===== src/rtl/buff_rd_ctrl.sv =====
// Read-side sequencer: pulls words from the async FIFO read port through a 2-entry
// skid buffer and streams them to a PE in kernel windows of K*K elements.
module buff_rd_ctrl #(
    parameter int DATA_WIDTH = 16,
    parameter int SKID_DEPTH = 2
) (
    input  logic                  rd_clk,
    input  logic                  rstn,
    input  logic                  start,
    input  logic                  abort,
    input  logic [7:0]            kernel_size,
    input  logic [15:0]           num_windows,
    output logic                  busy,
    output logic                  done,
    output logic                  cfg_err,
    input  logic                  fifo_empty,
    output logic                  fifo_rd_en,
    input  logic [DATA_WIDTH-1:0] fifo_rdata,
    output logic                  pe_valid,
    input  logic                  pe_ready,
    output logic [DATA_WIDTH-1:0] pe_data,
    output logic                  pe_last,
    output logic [15:0]           win_idx
);

    typedef enum logic [1:0] {S_IDLE, S_RUN, S_DRAIN, S_DONE} state_t;

    state_t                state_q, state_d;
    logic [15:0]           kk_q, kk_d;
    logic [15:0]           nwin_q, nwin_d;
    logic [31:0]           total_q, total_d;
    logic [31:0]           issued_q, issued_d;
    logic [15:0]           elem_q, elem_d;
    logic [15:0]           win_q, win_d;
    logic                  inflight_q, inflight_d;
    logic [1:0]            cnt_q, cnt_d;
    logic                  wr_ptr_q, wr_ptr_d;
    logic                  rd_ptr_q, rd_ptr_d;
    logic                  cfg_err_q, cfg_err_d;
    logic [DATA_WIDTH-1:0] skid_mem [0:SKID_DEPTH-1];

    logic        pop;
    logic        is_last;
    logic        final_hs;
    logic [2:0]  occ;
    logic [15:0] kk_new;
    logic [31:0] total_new;

    assign pe_valid   = (cnt_q != 2'd0);
    assign pe_data    = pe_valid ? skid_mem[rd_ptr_q] : '0;
    assign pop        = pe_valid && pe_ready;
    assign is_last    = pe_valid && (elem_q == kk_q - 16'd1);
    assign pe_last    = is_last;
    assign final_hs   = pop && is_last && (win_q == nwin_q - 16'd1);
    assign win_idx    = win_q;
    assign busy       = (state_q == S_RUN) || (state_q == S_DRAIN);
    assign done       = (state_q == S_DONE);
    assign cfg_err    = cfg_err_q;
    assign kk_new     = 16'(kernel_size) * 16'(kernel_size);
    assign total_new  = 32'(kk_new) * 32'(num_windows);

    // Occupancy counts reads still in flight so the skid can never overflow.
    assign occ        = {1'b0, cnt_q} + {2'b00, inflight_q};
    assign fifo_rd_en = (state_q == S_RUN) && !abort && !fifo_empty &&
                        (issued_q < total_q) &&
                        (occ < 3'(SKID_DEPTH) + {2'b00, pop});

    always_comb begin
        state_d    = state_q;
        kk_d       = kk_q;
        nwin_d     = nwin_q;
        total_d    = total_q;
        issued_d   = issued_q;
        elem_d     = elem_q;
        win_d      = win_q;
        inflight_d = inflight_q;
        cnt_d      = cnt_q;
        wr_ptr_d   = wr_ptr_q;
        rd_ptr_d   = rd_ptr_q;
        cfg_err_d  = 1'b0;

        if (abort) begin
            state_d    = S_IDLE;
            issued_d   = '0;
            elem_d     = '0;
            win_d      = '0;
            inflight_d = 1'b0;
            cnt_d      = '0;
            wr_ptr_d   = 1'b0;
            rd_ptr_d   = 1'b0;
        end else begin
            case (state_q)
                S_IDLE: begin
                    if (start) begin
                        if (kernel_size == 8'd0 || num_windows == 16'd0) begin
                            cfg_err_d = 1'b1;
                        end else begin
                            kk_d     = kk_new;
                            nwin_d   = num_windows;
                            total_d  = total_new;
                            issued_d = '0;
                            elem_d   = '0;
                            win_d    = '0;
                            state_d  = S_RUN;
                        end
                    end
                end
                S_RUN: begin
                    if (final_hs)
                        state_d = S_DONE;
                    else if (issued_q == total_q)
                        state_d = S_DRAIN;
                end
                S_DRAIN: begin
                    if (final_hs)
                        state_d = S_DONE;
                end
                S_DONE: state_d = S_IDLE;
                default: state_d = S_IDLE;
            endcase

            if (fifo_rd_en)
                issued_d = issued_q + 32'd1;
            inflight_d = fifo_rd_en;

            if (inflight_q)
                wr_ptr_d = ~wr_ptr_q;
            if (pop)
                rd_ptr_d = ~rd_ptr_q;
            cnt_d = cnt_q + {1'b0, inflight_q} - {1'b0, pop};

            // Window index holds at the final window instead of rolling over.
            if (pop) begin
                if (is_last) begin
                    elem_d = '0;
                    if (win_q != nwin_q - 16'd1)
                        win_d = win_q + 16'd1;
                end else begin
                    elem_d = elem_q + 16'd1;
                end
            end
        end
    end

    always_ff @(posedge rd_clk or negedge rstn) begin
        if (!rstn) begin
            state_q    <= S_IDLE;
            kk_q       <= '0;
            nwin_q     <= '0;
            total_q    <= '0;
            issued_q   <= '0;
            elem_q     <= '0;
            win_q      <= '0;
            inflight_q <= 1'b0;
            cnt_q      <= '0;
            wr_ptr_q   <= 1'b0;
            rd_ptr_q   <= 1'b0;
            cfg_err_q  <= 1'b0;
        end else begin
            state_q    <= state_d;
            kk_q       <= kk_d;
            nwin_q     <= nwin_d;
            total_q    <= total_d;
            issued_q   <= issued_d;
            elem_q     <= elem_d;
            win_q      <= win_d;
            inflight_q <= inflight_d;
            cnt_q      <= cnt_d;
            wr_ptr_q   <= wr_ptr_d;
            rd_ptr_q   <= rd_ptr_d;
            cfg_err_q  <= cfg_err_d;
        end
    end

    // Skid payload needs no reset: pe_data is masked while the skid is empty.
    always_ff @(posedge rd_clk) begin
        if (inflight_q && !abort)
            skid_mem[wr_ptr_q] <= fifo_rdata;
    end

endmodule

===== config.mk =====
export PLATFORM = sky130hd
export DESIGN_NAME = buff_rd_ctrl
export DESIGN_NICKNAME = d
export VERILOG_FILES = /design/src/rtl/buff_rd_ctrl.sv
export SDC_FILE = /design/constraint.sdc
export NUM_CORES = 1
export LEC_CHECK = 0
export ABC_AREA = 1
export CAP_MARGIN = 20
export CELL_PAD_IN_SITES_DETAIL_PLACEMENT = 0
export CELL_PAD_IN_SITES_GLOBAL_PLACEMENT = 2
export CORE_UTILIZATION = 41
export DETAILED_ROUTE_END_ITERATION = 8
export PLACE_DENSITY_LB_ADDON = 0.1
export RECOVER_POWER = 100
export SYNTH_ARGS = -nofsm -noshare
export SYNTH_HDL_FRONTEND = slang
export SYNTH_SLANG_ARGS = --single-unit

===== constraint.sdc =====
create_clock -name rd_clk -period 3.3 [get_ports rd_clk]
set_input_delay 0.66 -clock rd_clk [delete_from_list [all_inputs] [get_ports rd_clk]]
set_output_delay 0.66 -clock rd_clk [all_outputs]
set_load 0.01 [all_outputs]

==> run summary <==
Nets - 3450
Fmax - 0.114 GHz
Routed WL - 59700 um
Worst EP required - 3680 ps
Routed WL per cell - 16.4 um
Share of layout cells above drive strength 1 - 26.4%
Failing checks - capacitance limit, slew limit, setup timing
# clock sinks - 167
Worst setup SP type - input pin
# rows - 80
Top-count cell post-synth - nand2_1
Seq. cell area - 0.00434 mm2
First-pass GRT wire length - 96700 um
Outcome - finished, violations left
Via density - 4.95
CTS tree - yes
Post-synth top cells - 556 x nand2_1, 521 x inv_1, 232 x nor2_1
RePlAce Congestion - 0.914
Reg2reg start - nwin_q[0]
Register area share after synthesis - 21.6%
Die area - 0.0498 mm2
Largest net degree at the start of global routing - 82
Drc violations - 0
Tcrit/Tclk final - 266%
Htree depth - 4
Fraction of registers with async set/reset - 80.8%
Die width - 223 um
# diodes - 0
Initial Utilization - 41.8%
Worst Setup EP - total_q[27]
Setup ws final - -5490 ps
Violation count after the first detailed-route iteration - 1019
Initial antenna violation count - 0
Max incr delay on CP - 560 ps
Slew margin rel. - -54.2%
Synth Cell Area - 0.0201 mm2
CTS root buf - clkbuf_16
Post-Syn Instances - 2592
RR Endpoint - win_idx[9]
Worst skew pair latency - 480 ps
Crit Path Max Fanout - 5
Worst hold-check path type - register to register
CP startpoint - kernel_size[6]
Total CTS buffers - 17
Die Height - 223 um
Slew Limit Fails - 82
Post-DP HPWL - 49200 um
Post-route ant nets - 0
Placed cell areas - 0.0244 mm2
Worst Tran Pin Value - 2310 ps
Crit path top cell by count - fa_1
Critical path class - input pin to register
Hold-fix buffers, CTS - 0
Avg Synthesized Cell Area - 7.74 um2
P&R area growth vs syn - 34.1%
Syn nets - 3026
Reg2Reg Setup Slack - 50 ps
EDFF count, synth - 32
Worst EP arrival - 9170 ps
Core area - 0.0480 mm2
Final setup viols - 52
Via count of the routed design - 18000
Layout Utilization - 56.0%
Worst clock skew - 14.0 ps
I/O Buffers - 83
Clock period minus worst slack - 8790 ps
CTS clock-pin slew for the worst setup and hold paths - 80 ps
Final Hold Viols - 0
Worst Reg-to-Reg Cells - 19
Vias in the first global route - 18300
Unique cell type count in the Yosys netlist - 58
DR pass1 iterations - 5
Filler Cells Inserted - 4617
Total global-route track usage - 25.0%
Multi-input logic area - 0.0150 mm2
# IOs - 84
Synth area leaders - fa_1 20%, dfrtp_1 17%, ha_1 12%, nand2_1 10%, inv_1 9.7%
Slowest-stage cell, CP - fa_1
Main synth FF type - dfrtp_1
Yosys reg bits - 167
Area share of the largest cell type after synthesis - 20.3%
Max-cap violations - 1
Element type at the critical path end - register
Grt total ovfl - 0
Min-delay src - total_q[24]
Yosys top cell by area - fa_1
Final Instance Area - 0.0269 mm2
RSZ-0062 raised after global routing - yes
Max clock buf depth - 2
Synth Warn # - 0
per-stage QoR:
stage | cells | TNS, ps | hold WS [ps] | setup WS (ps)
floorplan | 2592 | -140970 | 364 | -5630
global placement | 3549 | -190970 | 477 | -6540
detailed placement | 3549 | -195590 | 478 | -6710
CTS | 3605 | -134350 | 249 | -5410
global route | 3644 | -153180 | 520 | -5800
finish | 3644 | -138730 | 483 | -5490
cell families (layout without fill, tap and decap cells):
group | after synthesis | after routing | share of synthesized area (%)
AOI/OAI and AO/OA | 268 | 268 | 7.69
DFF | 167 | 167 | 21.6
buffers and inverters | 611 | 1048 | 11.8
xor gates and xnor gates | 86 | 86 | 3.75
adders and majority gates | 388 | 388 | 31.8
and+or+nand+nor | 1072 | 1072 | 23.4
area by class of cell:
class                           instances  area share, %
Tap cell                              615           2.86
Inverter                              539           7.78
Clock inverter                         15          0.619
Clock buffer                           17           1.58
Multi-Input combinational cell       1814           55.7
Sequential cell                       167           16.1
Timing Repair Buffer                  477           15.3
layer usage:
layer / global-route usage, % / vias to the layer above / part of all wire, %
met2: 41.3 / 328 / 48
met4: 6.30 / 0 / 1.8
met5: 0 / - / 0
met3: 3.63 / 59 / 4.0
li1: - / 8882 / -
met1: 34.4 / 8752 / 46
registers in the layout (all words and copies together) (netlist names), 15 cells and up:
| name | count |
|---|---|
| elem_q | 16 |
| skid_mem | 32 |
| total_q | 32 |
| issued_q | 32 |
| kk_q | 15 |
| win_idx | 16 |
| nwin_q | 16 |
worst max-delay path: cells and delay by family:
kind	cells	cell delay, ps
adders and majority gates	12	5570
and+or+nand+nor	14	1480
buffers and inverters	12	790
AOI/OAI and AO/OA	5	640
cell usage in the layout (no fill, tap or decap), types with 26 or more instances in the layout:
master and count:
a21oi_1 44, a21oi_2 27, buf_4 293, buf_6 68, clkdlybuf4s50_1 35, dfrtp_1 135, dlygate4sd3_1 37, edfxtp_1 32
fa_1 191, ha_1 140, ha_4 44, inv_1 460, inv_2 59, nand2_1 503, nand2_2 39, nand2_4 26
nand3_1 101, nand4_1 33, nor2_1 214, nor2_2 33, nor3_1 27, o21ai_0 74, o21ai_1 38, xor2_1 66
repair_timing:
action                                  CTS  global route
endpoints found under the setup margin   43            42
cloned                                    0             0
gates resized for setup                 267           196
buffers inserted                         26            43
pin swaps                               101           130
worst min path at each step:
stage	end	slack (ps)	cells past startpoint
floorplan	cfg_err	360	0
global placement	total_q[17]	480	2
detailed placement	total_q[18]	480	2
CTS	elem_q[3]	250	1
global route	total_q[17]	520	2
finish	total_q[24]	480	2
Power is not shown: default switching activity piles up to over one toggle a cycle in this logic, so the estimate is an artifact.
